--- config.mk ---
export PLATFORM = sky130hd
export DESIGN_NAME = instruction_fetch
export DESIGN_NICKNAME = d
export VERILOG_FILES = /design/src/rtl/uproc_pkg.sv /design/src/rtl/program_counter.sv /design/src/rtl/instruction_fetch.sv
export SDC_FILE = /design/constraint.sdc
export NUM_CORES = 1
export LEC_CHECK = 0
export CORE_MARGIN = 2
export CORE_UTILIZATION = 36
export CTS_BUF_LIST = sky130_fd_sc_hd__clkbuf_16
export CTS_CLUSTER_SIZE = 12
export DETAILED_ROUTE_END_ITERATION = 16
export GPL_TIMING_DRIVEN = 0
export PLACE_DENSITY = 0.77
export SKIP_LAST_GASP = 1
export SLEW_MARGIN = 20
export SYNTH_ARGS = -nofsm -noshare
export SYNTH_HDL_FRONTEND = slang
export SYNTH_SLANG_ARGS = --single-unit
--- constraint.sdc ---
create_clock -name clk -period 1.25 [get_ports clk]
set_input_delay 0.25 -clock clk [delete_from_list [all_inputs] [get_ports clk]]
set_output_delay 0.25 -clock clk [all_outputs]
set_load 0.02 [all_outputs]
--- src/rtl/uproc_pkg.sv ---
// uproc_pkg: shared opcodes, ALU codes, idle instruction and fetch state encoding
package uproc_pkg;

    // Instruction layout: {opcode[3:0], reg[1:0]}
    localparam int OPCODE_WIDTH = 4;
    localparam int REG_WIDTH    = 2;

    localparam logic [OPCODE_WIDTH-1:0] OPCODE_LOAD  = 4'd0;
    localparam logic [OPCODE_WIDTH-1:0] OPCODE_STORE = 4'd1;
    localparam logic [OPCODE_WIDTH-1:0] OPCODE_ADD   = 4'd2;
    localparam logic [OPCODE_WIDTH-1:0] OPCODE_SUB   = 4'd3;
    localparam logic [OPCODE_WIDTH-1:0] OPCODE_AND   = 4'd4;
    localparam logic [OPCODE_WIDTH-1:0] OPCODE_OR    = 4'd5;
    localparam logic [OPCODE_WIDTH-1:0] OPCODE_NOP   = 4'd6;
    localparam logic [OPCODE_WIDTH-1:0] OPCODE_NOT   = 4'd7;

    localparam logic [2:0] ALU_PASS = 3'd0;
    localparam logic [2:0] ALU_ADD  = 3'd1;
    localparam logic [2:0] ALU_SUB  = 3'd2;
    localparam logic [2:0] ALU_AND  = 3'd3;
    localparam logic [2:0] ALU_OR   = 3'd4;
    localparam logic [2:0] ALU_NOT  = 3'd5;

    // Decoder maps opcode 6 to all clock-enables low, so this is a safe idle value
    localparam logic [5:0] NOP_INS = {OPCODE_NOP, 2'b00};

    typedef enum logic [1:0] {
        FS_IDLE  = 2'd0,
        FS_FETCH = 2'd1,
        FS_LATCH = 2'd2,
        FS_EXEC  = 2'd3
    } fetch_state_t;

    function automatic logic [5:0] make_ins(input logic [OPCODE_WIDTH-1:0] op,
                                            input logic [REG_WIDTH-1:0] rsel);
        return {op, rsel};
    endfunction

endpackage

--- src/rtl/program_counter.sv ---
// program_counter: PC register with increment enable, synchronous clear and async reset
module program_counter #(
    parameter int WIDTH = 6
) (
    input  logic             clk,
    input  logic             nReset,
    input  logic             clr,
    input  logic             inc,
    output logic [WIDTH-1:0] pc
);

    logic [WIDTH-1:0] pc_d, pc_q;

    // Clear beats increment; increment wraps naturally modulo 2^WIDTH
    always_comb pc_d = clr ? '0 : inc ? pc_q + 1'b1 : pc_q;

    // PC register
    always_ff @(posedge clk or negedge nReset)
        if (!nReset) pc_q <= '0;
        else         pc_q <= pc_d;

    assign pc = pc_q;

endmodule

--- src/rtl/instruction_fetch.sv ---
// instruction_fetch: walks the PC through sync-read program memory and feeds the decoder
module instruction_fetch
    import uproc_pkg::*;
#(
    parameter int               PC_WIDTH  = 6,
    parameter int               INS_WIDTH = 6,
    parameter logic [INS_WIDTH-1:0] NOP_INS = uproc_pkg::NOP_INS
) (
    input  logic                 clk,
    input  logic                 nReset,
    input  logic                 Run,
    input  logic                 Step,
    input  logic                 PcClr,
    output logic                 PMemRE,
    output logic [PC_WIDTH-1:0]  PMemAddr,
    input  logic [INS_WIDTH-1:0] PMemData,
    output logic [INS_WIDTH-1:0] Ins,
    output logic                 InsValid,
    output logic [PC_WIDTH-1:0]  PC,
    output logic                 Busy
);

    fetch_state_t         state_d, state_q;
    logic [INS_WIDTH-1:0] ir_d, ir_q;
    logic                 pc_inc;

    // Next state and IR load; PcClr overrides everything and drops the instruction in flight
    always_comb begin
        state_d = state_q;
        ir_d    = ir_q;
        case (state_q)
            FS_IDLE:  state_d = (Run || Step) ? FS_FETCH : FS_IDLE;
            FS_FETCH: state_d = FS_LATCH;
            FS_LATCH: begin
                state_d = FS_EXEC;
                ir_d    = PMemData;
            end
            FS_EXEC:  state_d = Run ? FS_FETCH : FS_IDLE;
            default:  state_d = FS_IDLE;
        endcase
        if (PcClr) begin
            state_d = FS_IDLE;
            ir_d    = NOP_INS;
        end
    end

    // State and instruction register
    always_ff @(posedge clk or negedge nReset)
        if (!nReset) begin
            state_q <= FS_IDLE;
            ir_q    <= NOP_INS;
        end else begin
            state_q <= state_d;
            ir_q    <= ir_d;
        end

    assign pc_inc = (state_q == FS_LATCH) && !PcClr;

    program_counter #(.WIDTH(PC_WIDTH)) u_pc (
        .clk   (clk),
        .nReset(nReset),
        .clr   (PcClr),
        .inc   (pc_inc),
        .pc    (PC)
    );

    // Outputs decode straight from state so an async reset clears them without waiting for an edge
    assign PMemRE   = state_q == FS_FETCH;
    assign PMemAddr = PC;
    assign InsValid = state_q == FS_EXEC;
    assign Ins      = InsValid ? ir_q : NOP_INS;
    assign Busy     = state_q != FS_IDLE;

endmodule

# ---- Word level (Yosys, flattened, before mapping)
# Cells that the tools add are included.
dict set report word_totals {
  ff_bits 14
  latch_bits 0
  mem_bits_rw 0
  romBits 0
  inputBits 11
  out_inout_bits 21
  elab_cells 23
  memories 0
}
dict set report classes {
  n_addsub 1
  mul 0
  n_div 0
  magnitude_cmp 0
  eq_ne 3
  n_shift 0
  muxes 9
  bitwise_logic 0
  n_reduce_logical 7
}
# op n
set ops {}
lappend ops {{6-bit 2-to-1 mux} 5}
lappend ops {{2-bit case mux with 4 select lines} 1}
lappend ops {{6-bit by 1-bit adder with 6-bit output, second input constant} 1}
lappend ops {{2-bit nonzero test} 3}
lappend ops {{2-bit == test, second input constant} 2}
lappend ops {{2-bit by 1-bit == test with 1-bit output, second input constant} 1}
lappend ops {{2-bit logical NOT} 1}
lappend ops {{1-bit 2-to-1 mux} 2}
lappend ops {{2-bit 2-to-1 mux} 1}
lappend ops {{1-bit logical AND} 1}
lappend ops {{1-bit logical NOT} 1}
lappend ops {{1-bit logical OR} 1}

# ---- Depth between registers and ports, before layout
dict set report logic_depth {
  depth_word 4
  mapped_depth 6
}

# ---- Modules after synthesis
# Synthesis repeated with hierarchy kept, for this count alone.
dict set report unflattened {
  hier_cells 72
  area_unflattened_um2 768.2
}
# mod instances cells_per_inst area_per_inst_um2 seq_area_each_um2
set by_module_without_submodules {}
lappend by_module_without_submodules {instruction_fetch 1 48 499.2 202.7}
lappend by_module_without_submodules {program_counter 1 24 269.0 150.1}

# ---- Least setup slack after synthesis
# No wires, ideal clock.
dict set report synth_path {
  path_kind {reg2reg}
  start {register state_q[0]}
  end {register u_pc.pc_q[5] (netlist: u_pc.pc[5])}
  setup_time_ns 0.078
  arrival_ns 1.312
  slack_ns -0.140
  path_stages_with_launch 6
  path_buffers 0
  period_less_slack_ns 1.390
  path_cell_list {dfrtp_1 inv_1 ha_1 nand4_1 or3_1 a21oi_1}
}
dict set report synth_via {
  elab_chain_cells 3
}
# element line_no
set synth_lines {}
lappend synth_lines {{start, declared} instruction_fetch.sv:23} ;# fetch_state_t state_d, state_q;
lappend synth_lines {{start signal, assigned} instruction_fetch.sv:53} ;# state_q <= state_d;
lappend synth_lines {{2-bit == test} instruction_fetch.sv:57} ;# assign pc_inc = (state_q == FS_LATCH) && !PcClr;
lappend synth_lines {{1-bit logical AND} instruction_fetch.sv:57}
lappend synth_lines {{2-bit nonzero test (no line)} -}
lappend synth_lines {{end signal, assigned} program_counter.sv:20} ;# else pc_q <= pc_d;
lappend synth_lines {{end, declared} program_counter.sv:12} ;# logic [WIDTH-1:0] pc_d, pc_q;
# Every way passes these cells.
# A chain may end at the register's enable or synchronous reset.

# ---- Final worst setup path
dict set report layout_path {
  start {register state_q[1]}
  end {output port Ins[3]}
}
dict set report layout_via {
  elab_chain_cells 2
}
# element line_no
set layout_lines {}
lappend layout_lines {{2-bit == test} instruction_fetch.sv:70} ;# assign InsValid = state_q == FS_EXEC;
lappend layout_lines {{6-bit 2-to-1 mux} instruction_fetch.sv:71} ;# assign Ins = InsValid ? ir_q : NOP_INS;
lappend layout_lines {{end, declared} instruction_fetch.sv:17} ;# output logic [INS_WIDTH-1:0] Ins,
# Every way passes these cells.

==> results.yml <==
status:
  status: "finished with violations"
  violations: "negative setup slack"
synthesis:
  ys_seq_area_share_pct: 47.6
  synthSimpleGateAreaFrac_pct: 16.2
  syn_nets: 87
  synth.ff_latch_count: 14
  synthFlopType: "dfrtp_1"
  synth.area.top_cells: "dfrtp_1 (41%), ha_1 (10%), dfstp_2 (7.1%)"
  async_flop_share_pct: 100
  synthAdderAreaFrac_pct: 10.1
  synth_top_family_by_area: "simple AND/OR/NAND/NOR gates"
  synth_cell_types: 21
  avgSynthCellArea_um2: 10.6
  yosys.area.top_type_share_pct: 40.5
  synth_top_area_cell: "dfrtp_1"
  synth_edf_count: 0
  synth_warnings: 0
  syn-cell-area_um2: 741
  synth-compound-area-share_pct: 5.74
  synth-xor-area-share_pct: 4.73
  synth_mux_area_share_pct: 6.76
  synthCells: 70
clocking:
  cts-buffers-inserted: 3
  cts_sinks: 14
  cts.path.max_buffers: 2
  hold_buffers: 0
  clkTransAtPathRegs_ns: 0.05
  clk_latency_ns: 0.24
  clk_root_buffer_cell: "clkbuf_16"
  cts_tree: "yes"
  cts.htree.levels: 1
placement:
  port_buffers: 31
  dpl.hpwl_mm: 1.25
  dp_cells: 128
  place.gp.congestion: 0.720
  placed_cell_area_mm2: 0.00110
layout:
  final_util_pct: 64.4
  finalInstanceArea_mm2: 0.00125
  final_common_cell: "buf_4"
  fin_nets: 132
  num-fill-cells: 168
  diodes: 0
  final_cell_mix: "buf_4 (15), nor2_1 (10), clkdlybuf4s50_1 (10), dfrtp_1 (10), buf_6 (9)"
  fin_cells: 141
  area_growth_pct: 68.9
  final_layout_size_suffix_gt1_share_pct: 39.5
critical_path:
  cpPeakStageDelay_ns: 0.45
  crit_path_frequent_cell: "buf_6"
  critPathKind: "flop to output port"
  crit_chain: "ha_4 > buf_6 > nand2b_4 > buf_6"
  critical_path_required_ns: 1.00
  cp_max_fo: 8
  slowest_stage: "dfrtp_2"
  crit_buf_inv: 2
  crit_arrival_ns: 1.18
  ff2ff_setup_slack_ns: -0.13
  crit_path_start_kind: "flop"
  endpoint_kind: "output port"
  crit_family: "flip-flops"
global_route:
  grtUsageTotal_pct: 17.3
  globalRoute.totalOverflow: 0
  grt_max_degree: 15
  grt_pass1_wl_mm: 3.15
  antenna_found_initial: 0
  grt_pass1_vias: 737
power:
  p_per_area_mw_per_mm2: 1640
  p_leak_nw: 0.620
  p_total_mw: 2.05
  irDropWorstVdd_mv: 1.25
floorplanning:
  rows: 16
  initial_core_util_pct: 38.1
  fp.dieW_um: 49.4
  io-pin-count: 32
  coreArea_mm2: 0.00194
  fp.dieH_um: 49.4
  die_area_mm2: 0.00244
timing:
  finalHoldViolCount: 0
  setup_slack_ns: -0.184
  fin_hold_ws_ns: 0.410
  max_freq_ghz: 0.697
  rsz0062_at_grt: "yes"
  report.final.slew_viol_count: 0
  slew_headroom_pct: 56.2
  tightest_slew_ns: 0.655
  setup_viol: 15
  fin_crit_sh_pct: 115
  layout_min_cycle_time_ns: 1.43
  finalClockSkew_ns: 0.00181
flow_run:
  max_cap_viol_count: 0
detailed_routing:
  ant_nets: 0
  vias: 657
  avgViaCountPerCell: 4.66
  drcViolationCount: 0
  wl_per_cell_um: 13.4
  drt_wl_total_mm: 1.88
  drt-initial-drc-count: 5
  drtPass1Iterations: 3
worst_hold_path:
  hold_path_class: "primary input to async pin"
## per-layer routing
layer | share of wire (%) | global-route usage [%] | wire length, um | vias to the layer above
li1 | - | - | - | 312
met1 | 39 | 17.1 | 726 | 312
met2 | 54 | 33.8 | 1020 | 29
met3 | 5.3 | 3.68 | 99 | 4
met4 | 2.1 | 7.62 | 40 | 0
met5 | 0 | 0 | 0 | -
## kinds of logic after synthesis
group                      count (synthesis)
AOI/OAI and AO/OA                          6
xor gates and xnor gates                   4
adders and majority gates                  6
buffers and inverters                     11
DFF                                       14
muxes                                      5
and+or+nand+nor                           24
## power breakdown
| group | leakage (nW) | total (mW) | internal [mW] | switching, mW |
|---|---|---|---|---|
| Clock | 0.0385 | 0.610 | 0.423 | 0.187 |
| Sequential | 0.183 | 0.633 | 0.556 | 0.0770 |
| Combinational | 0.399 | 0.807 | 0.410 | 0.398 |
## worst paths after layout
kind,startpoint,to,cells after the start
min in group clk,ir_q[2]$_DFFE_PN0P_,ir_q[2]$_DFFE_PN0P_,2
worst max register to register,state_q[0]$_DFF_PN0_,u_pc.pc[5]$_DFFE_PN0P_,5
worst max-delay path,state_q[1]$_DFF_PN0_,Ins[3],4
worst min-delay path,nReset,ir_q[1]$_DFFE_PN0P_,1
worst min register to register,ir_q[2]$_DFFE_PN0P_,ir_q[2]$_DFFE_PN0P_,2
max in group asynchronous,nReset,state_q[1]$_DFF_PN0_,1
## per-stage QoR
stage	worst slack (ns)	setup TNS (ns)
5_1_grt	-0.212	-2.65
3_3_place_gp	-0.439	-5.95
2_1_floorplan	-0.0214	-0.0214
3_5_place_dp	-0.452	-6.37
6_report	-0.184	-1.65
4_1_cts	-0.198	-1.46
## state kept, by name, indices dropped and copies added, names as in the netlist
| signal | flops |
|---|---|
| state_q | 2 |
| u_pc.pc | 6 |
| ir_q | 6 |
## cell usage after synthesis, types with 2 or more instances
master and instances:
dfrtp_1 12, nor2_1 10, buf_4 6, ha_1 6
mux2i_1 5, and2_1 4, inv_1 3, nor2b_1 3
xor2_1 3, a211o_1 2, a211oi_1 2, dfstp_2 2
nand2_1 2, nand2b_1 2, nand4_1 2
## timing repair
action                     4_1_cts  5_1_grt
setup endpoints to repair       30       26
pin swaps                        3        9
gates resized for setup         80       14
setup buffers                    7        3
## worst register-to-register path: stages, from the launching register on
cell	delay (ns)
dfrtp_2	0.43
inv_2	0.10
ha_4	0.15
nand4_1	0.14
or3_1	0.37
a21oi_1	0.12
## layout make-up
class	count	area, um^2	area share (%)
Timing Repair Buffer	41	364	29.1
Buffer	7	50.0	4.00
Multi-Input combinational cell	45	358	28.6
Clock buffer	3	75.1	6.00
Inverter	3	11.3	0.900
Sequential cell	14	355	28.4
Tap cell	27	33.8	2.70
Clock inverter	1	3.75	0.300
Power figures use the tool's default switching activity.
==> RTL edit 1 (same flow settings) <==
Re-encode `fetch_state_t` (4 states) as one-hot, 4 bits wide.
--- a/src/rtl/uproc_pkg.sv
+++ b/src/rtl/uproc_pkg.sv
@@ -26,7 +26,7 @@
 
-    typedef enum logic [1:0] {
-        FS_IDLE  = 2'd0,
-        FS_FETCH = 2'd1,
-        FS_LATCH = 2'd2,
-        FS_EXEC  = 2'd3
+    typedef enum logic [3:0] {
+        FS_IDLE  = 4'b0001,
+        FS_FETCH = 4'b0010,
+        FS_LATCH = 4'b0100,
+        FS_EXEC  = 4'b1000
     } fetch_state_t;
Behaviour: same outputs for any inputs over 10 cycles, from zero or initial values and one cycle with nReset low; not proved beyond that.
==> RTL edit 1 against the original RTL <==
  * Synthesized area is 13% higher
  * Final cell count is 24% higher
  * Wire length rose by 48%
  * Setup slack got worse by 0.26 ns
  * Non-clock buffer count up 15
  * Hold slack improved by 0.025 ns
  * Final area rose by 30%
  * Fmax fell by 15%
  * Sequential cell count up 2
  * Critical path type is now reg2reg
  * The flow still finishes with violations (negative setup slack)
Power is not compared: it rests on default switching activity, and its combinational part moved more than twofold at a synthesized area within 25%.
==> RTL edit 1: results <==
export IMPL_layout_setup_ws_ns=-0.440
export IMPL_synth_fp_nets=100
export IMPL_dr_pass1_iters=4
export IMPL_drive_gt1_frac=0.531
export IMPL_crit_slowest_cell="or4b_4"
export IMPL_cellLeakagePower_nw=0.777
export IMPL_yosys_cell_types_count=28
export IMPL_hold_buffers=0
export IMPL_synthTopCellsByCount="16 x nand2_1, 13 x dfrtp_1, 8 x a21oi_1"
export IMPL_cts_buffers=3
export IMPL_slew_headroom=0.520
export IMPL_final_cells=175
export IMPL_synth_seq_area_share=0.484
export IMPL_viasPerCell=5.19
export IMPL_critical_path_max_stage_delay_ns=0.52
export IMPL_synth_warnings=0
export IMPL_arrival_ns=1.86
export IMPL_drt_iter0_markers=10
export IMPL_cp_max_fo=5
export IMPL_grtUsageTotal=0.222
export IMPL_place_congestion=0.667
export IMPL_syn_avg_cell_area_um2=9.50
export IMPL_fillers=140
export IMPL_drt_wl_total_um=2790
export IMPL_nNetsFinal=160
export IMPL_n_antenna_cell=0
export IMPL_clk_pin_slew_worst_paths_ns=0.05
export IMPL_status="finished, violations left"
export IMPL_antenna_found_initial=0
export IMPL_ctsRootBufferMaster="clkbuf_16"
export IMPL_fin_skew_ns=0.00417
export IMPL_numPortBuffers=31
export IMPL_grt_max_degree=17
export IMPL_reg2reg_depth=4
export IMPL_grt_pass1_wl_um=4260
export IMPL_grt_pass1_vias=909
export IMPL_r2r_start="state_q[3]$_DFF_PN0_"
export IMPL_placed_cells=147
export IMPL_setup_violations=28
export IMPL_violations="negative setup slack"
export IMPL_cpLargestDelayFamily="simple AND/OR/NAND/NOR gates"
export IMPL_synth_area_leaders="dfrtp_1 39%, dfstp_2 9.4%, nand2_1 7.2%, buf_4 5.4%, a21oi_1 4.8%"
export IMPL_hpwl_um=1460
RTL edit 1: logic make-up (layout without fill, tap and decap cells):
| logic type | Yosys count | in the layout | share of synthesized area |
|---|---|---|---|
| adders and majority gates | 1 | 1 | 0.0150 |
| DFF | 16 | 16 | 0.484 |
| xor gates and xnor gates | 2 | 2 | 0.0210 |
| AOI/OAI and AO/OA | 16 | 16 | 0.115 |
| muxes | 1 | 1 | 0.0135 |
| and+or+nand+nor | 39 | 39 | 0.266 |
| buffers and inverters | 13 | 72 | 0.0853 |
RTL edit 1: worst max-delay path by stage:
stage / from / slack (ns) / endpoint / cells past startpoint
final: state_q[3]$_DFF_PN0_ / -0.44 / u_pc.pc[5]$_DFFE_PN0P_ / 4
after global routing: state_q[2]$_DFF_PN0_ / -0.50 / Ins[4] / 5
after CTS: state_q[2]$_DFF_PN0_ / -0.43 / Ins[3] / 5
after detailed placement: state_q[2]$_DFF_PN0_ / -0.80 / Ins[1] / 3
after global placement: state_q[2]$_DFF_PN0_ / -0.80 / Ins[1] / 3
after floorplan: state_q[1]$_DFF_PN0_ / -0.32 / u_pc.pc[5]$_DFFE_PN0P_ / 3
RTL edit 1: metrics by stage:
stage | TNS, ns | area (um^2) | utilization | setup slack (ns) | hold WS, ns
6_report | -8.04 | 1620 | 0.734 | -0.440 | 0.435
5_1_grt | -9.43 | 1620 | 0.734 | -0.503 | 0.498
2_1_floorplan | -4.34 | 878 | - | -0.318 | -0.0456
4_1_cts | -7.69 | 1530 | 0.692 | -0.425 | 0.462
3_3_place_gp | -11.27 | 1220 | 0.553 | -0.799 | 0.472
3_5_place_dp | -11.82 | 1220 | 0.553 | -0.800 | 0.485
RTL edit 1: report_power, final:
| part | internal (W) | total [W] | switching (W) |
|---|---|---|---|
| clock network | 0.000424 | 0.000617 | 0.000193 |
| logic | 0.000223 | 0.000391 | 0.000168 |
| registers | 0.000549 | 0.000591 | 0.0000418 |
RTL edit 1: timing repair:
| action | CTS | global route |
|---|---|---|
| gates resized for setup | 106 | 23 |
| pin swaps | 6 | 10 |
| cloned | 0 | 0 |
| endpoints found under the setup margin | 37 | 31 |
| buffers inserted | 21 | 4 |
RTL edit 1: cell type report:
class / count / share of cell area
timing repair buffer: 55 / 0.332
buffer: 8 / 0.0493
sequential: 16 / 0.251
inverter: 5 / 0.0131
clock buffer: 3 / 0.0462
clock inverter: 1 / 0.00231
tap: 28 / 0.0216
multi-input combinational: 59 / 0.284
RTL edit 1: routing by layer:
| layer | up-vias | GRT usage | share of wire |
|---|---|---|---|
| met2 | 27 | 0.388 | 0.55 |
| met3 | 4 | 0.0400 | 0.045 |
| met4 | 0 | 0.115 | 0.015 |
| li1 | 416 | - | - |
| met1 | 461 | 0.256 | 0.39 |
| met5 | - | 0 | 0 |
==> RTL edit 2 (same settings) <==
Made on the original files. Make the reset (`nReset`) synchronous in 2 clocked blocks. Comments in the files are not updated.
--- a/src/rtl/program_counter.sv
+++ b/src/rtl/program_counter.sv
@@ -17,3 +17,3 @@
     // PC register
-    always_ff @(posedge clk or negedge nReset)
+    always_ff @(posedge clk)
         if (!nReset) pc_q <= '0;
--- a/src/rtl/instruction_fetch.sv
+++ b/src/rtl/instruction_fetch.sv
@@ -47,3 +47,3 @@
     // State and instruction register
-    always_ff @(posedge clk or negedge nReset)
+    always_ff @(posedge clk)
         if (!nReset) begin
Behaviour: differs if nReset is asserted again (counterexample within 4 cycles, from zero or initial values and one cycle with nReset low); with nReset held inactive, the same outputs for 10 cycles.
==> RTL edit 2 against the original RTL <==
  * The flow still finishes with violations (negative setup slack)
  * Non-clock buffer count decreased by 5
  * Hold slack improved by 0.074 ns
  * Clock skew decreased by 0.00058 ns
  * Global-route usage decreased by 2.4 points
  * Final cell count decreased by 3.5%
  * Final area decreased by 5.0%
  * Largest cell class unchanged
  * Synthesized area decreased by 7.3%
  * Sequential cell count unchanged
  * Core utilization increased by 2.9 points
  * Setup slack improved by 0.043 ns
  * Synthesized cell count increased by 4.3%
  * Wire length decreased by 18%
Power is not compared: it rests on default switching activity, and its combinational part moved more than twofold at a synthesized area within 25%.
==> RTL edit 2: results <==
export IMPL_synth_area_leaders="dfxtp_1 41%, ha_1 11%, mux2i_1 10%, buf_4 7.7%, nor2_1 5.5%"
export IMPL_grt_pass1_vias=539
export IMPL_met3_length_um=137
export IMPL_synthTopCellsByCount="14 x dfxtp_1, 10 x nor2_1, 7 x buf_4, 7 x mux2i_1, 6 x ha_1"
export IMPL_synthCells=73
export IMPL_synthXorXnorAreaFrac=0.0510
export IMPL_drt_iter0_markers=3
export IMPL_final_cells=136
export IMPL_synth_seq_area_share=0.408
export IMPL_status="finished, violations left"
export IMPL_drive_gt1_frac=0.423
export IMPL_detail_route_wl_per_cell_um=11.3
export IMPL_critical_path_max_stage_delay_ns=0.36
export IMPL_violations="negative setup slack"
export IMPL_wl_met1_um=614
export IMPL_use_met3=0.0453
export IMPL_crit_slowest_cell="dfxtp_4"
export IMPL_hpwl_um=1020
export IMPL_layout_setup_ws_ns=-0.141
export IMPL_setup_violations=8
export IMPL_use_met1=0.172
export IMPL_slew_headroom=0.856
export IMPL_viasPerCell=4.56
export IMPL_power_total_w=0.00115
export IMPL_cp_max_fo=5
export IMPL_dr_pass1_iters=5
export IMPL_ys_flop_type="dfxtp_1"
export IMPL_grt_pass1_wl_um=2340
export IMPL_critPathCapture="Ins[0]"
## RTL edit 2: cell count changes in the layout (fill, tap and decap cells not counted), moves of 3 or more
cell / before / now
dfrtp_1: 10 / 0
dfxtp_1: 0 / 7
buf_4: 15 / 9
dfxtp_4: 0 / 5
buf_2: 6 / 3
clkdlybuf4s15_2: 1 / 4
## RTL edit 2: timing repair
| item | in CTS | in global routing |
|---|---|---|
| pin swaps | 4 | 1 |
| gates resized for setup | 85 | 19 |
| setup buffers | 2 | 2 |
| cloned | 0 | 0 |
| endpoints found under the setup margin | 32 | 26 |
## RTL edit 2: layout make-up
cell class / instances / area [um^2] / share of cell area
multi-input combinational: 48 / 372 / 0.313
timing repair buffer: 35 / 330 / 0.278
sequential: 14 / 302 / 0.254
clock buffer: 3 / 75.1 / 0.0632
buffer: 8 / 65.1 / 0.0547
tap: 25 / 31.3 / 0.0263
inverter: 3 / 13.8 / 0.0116
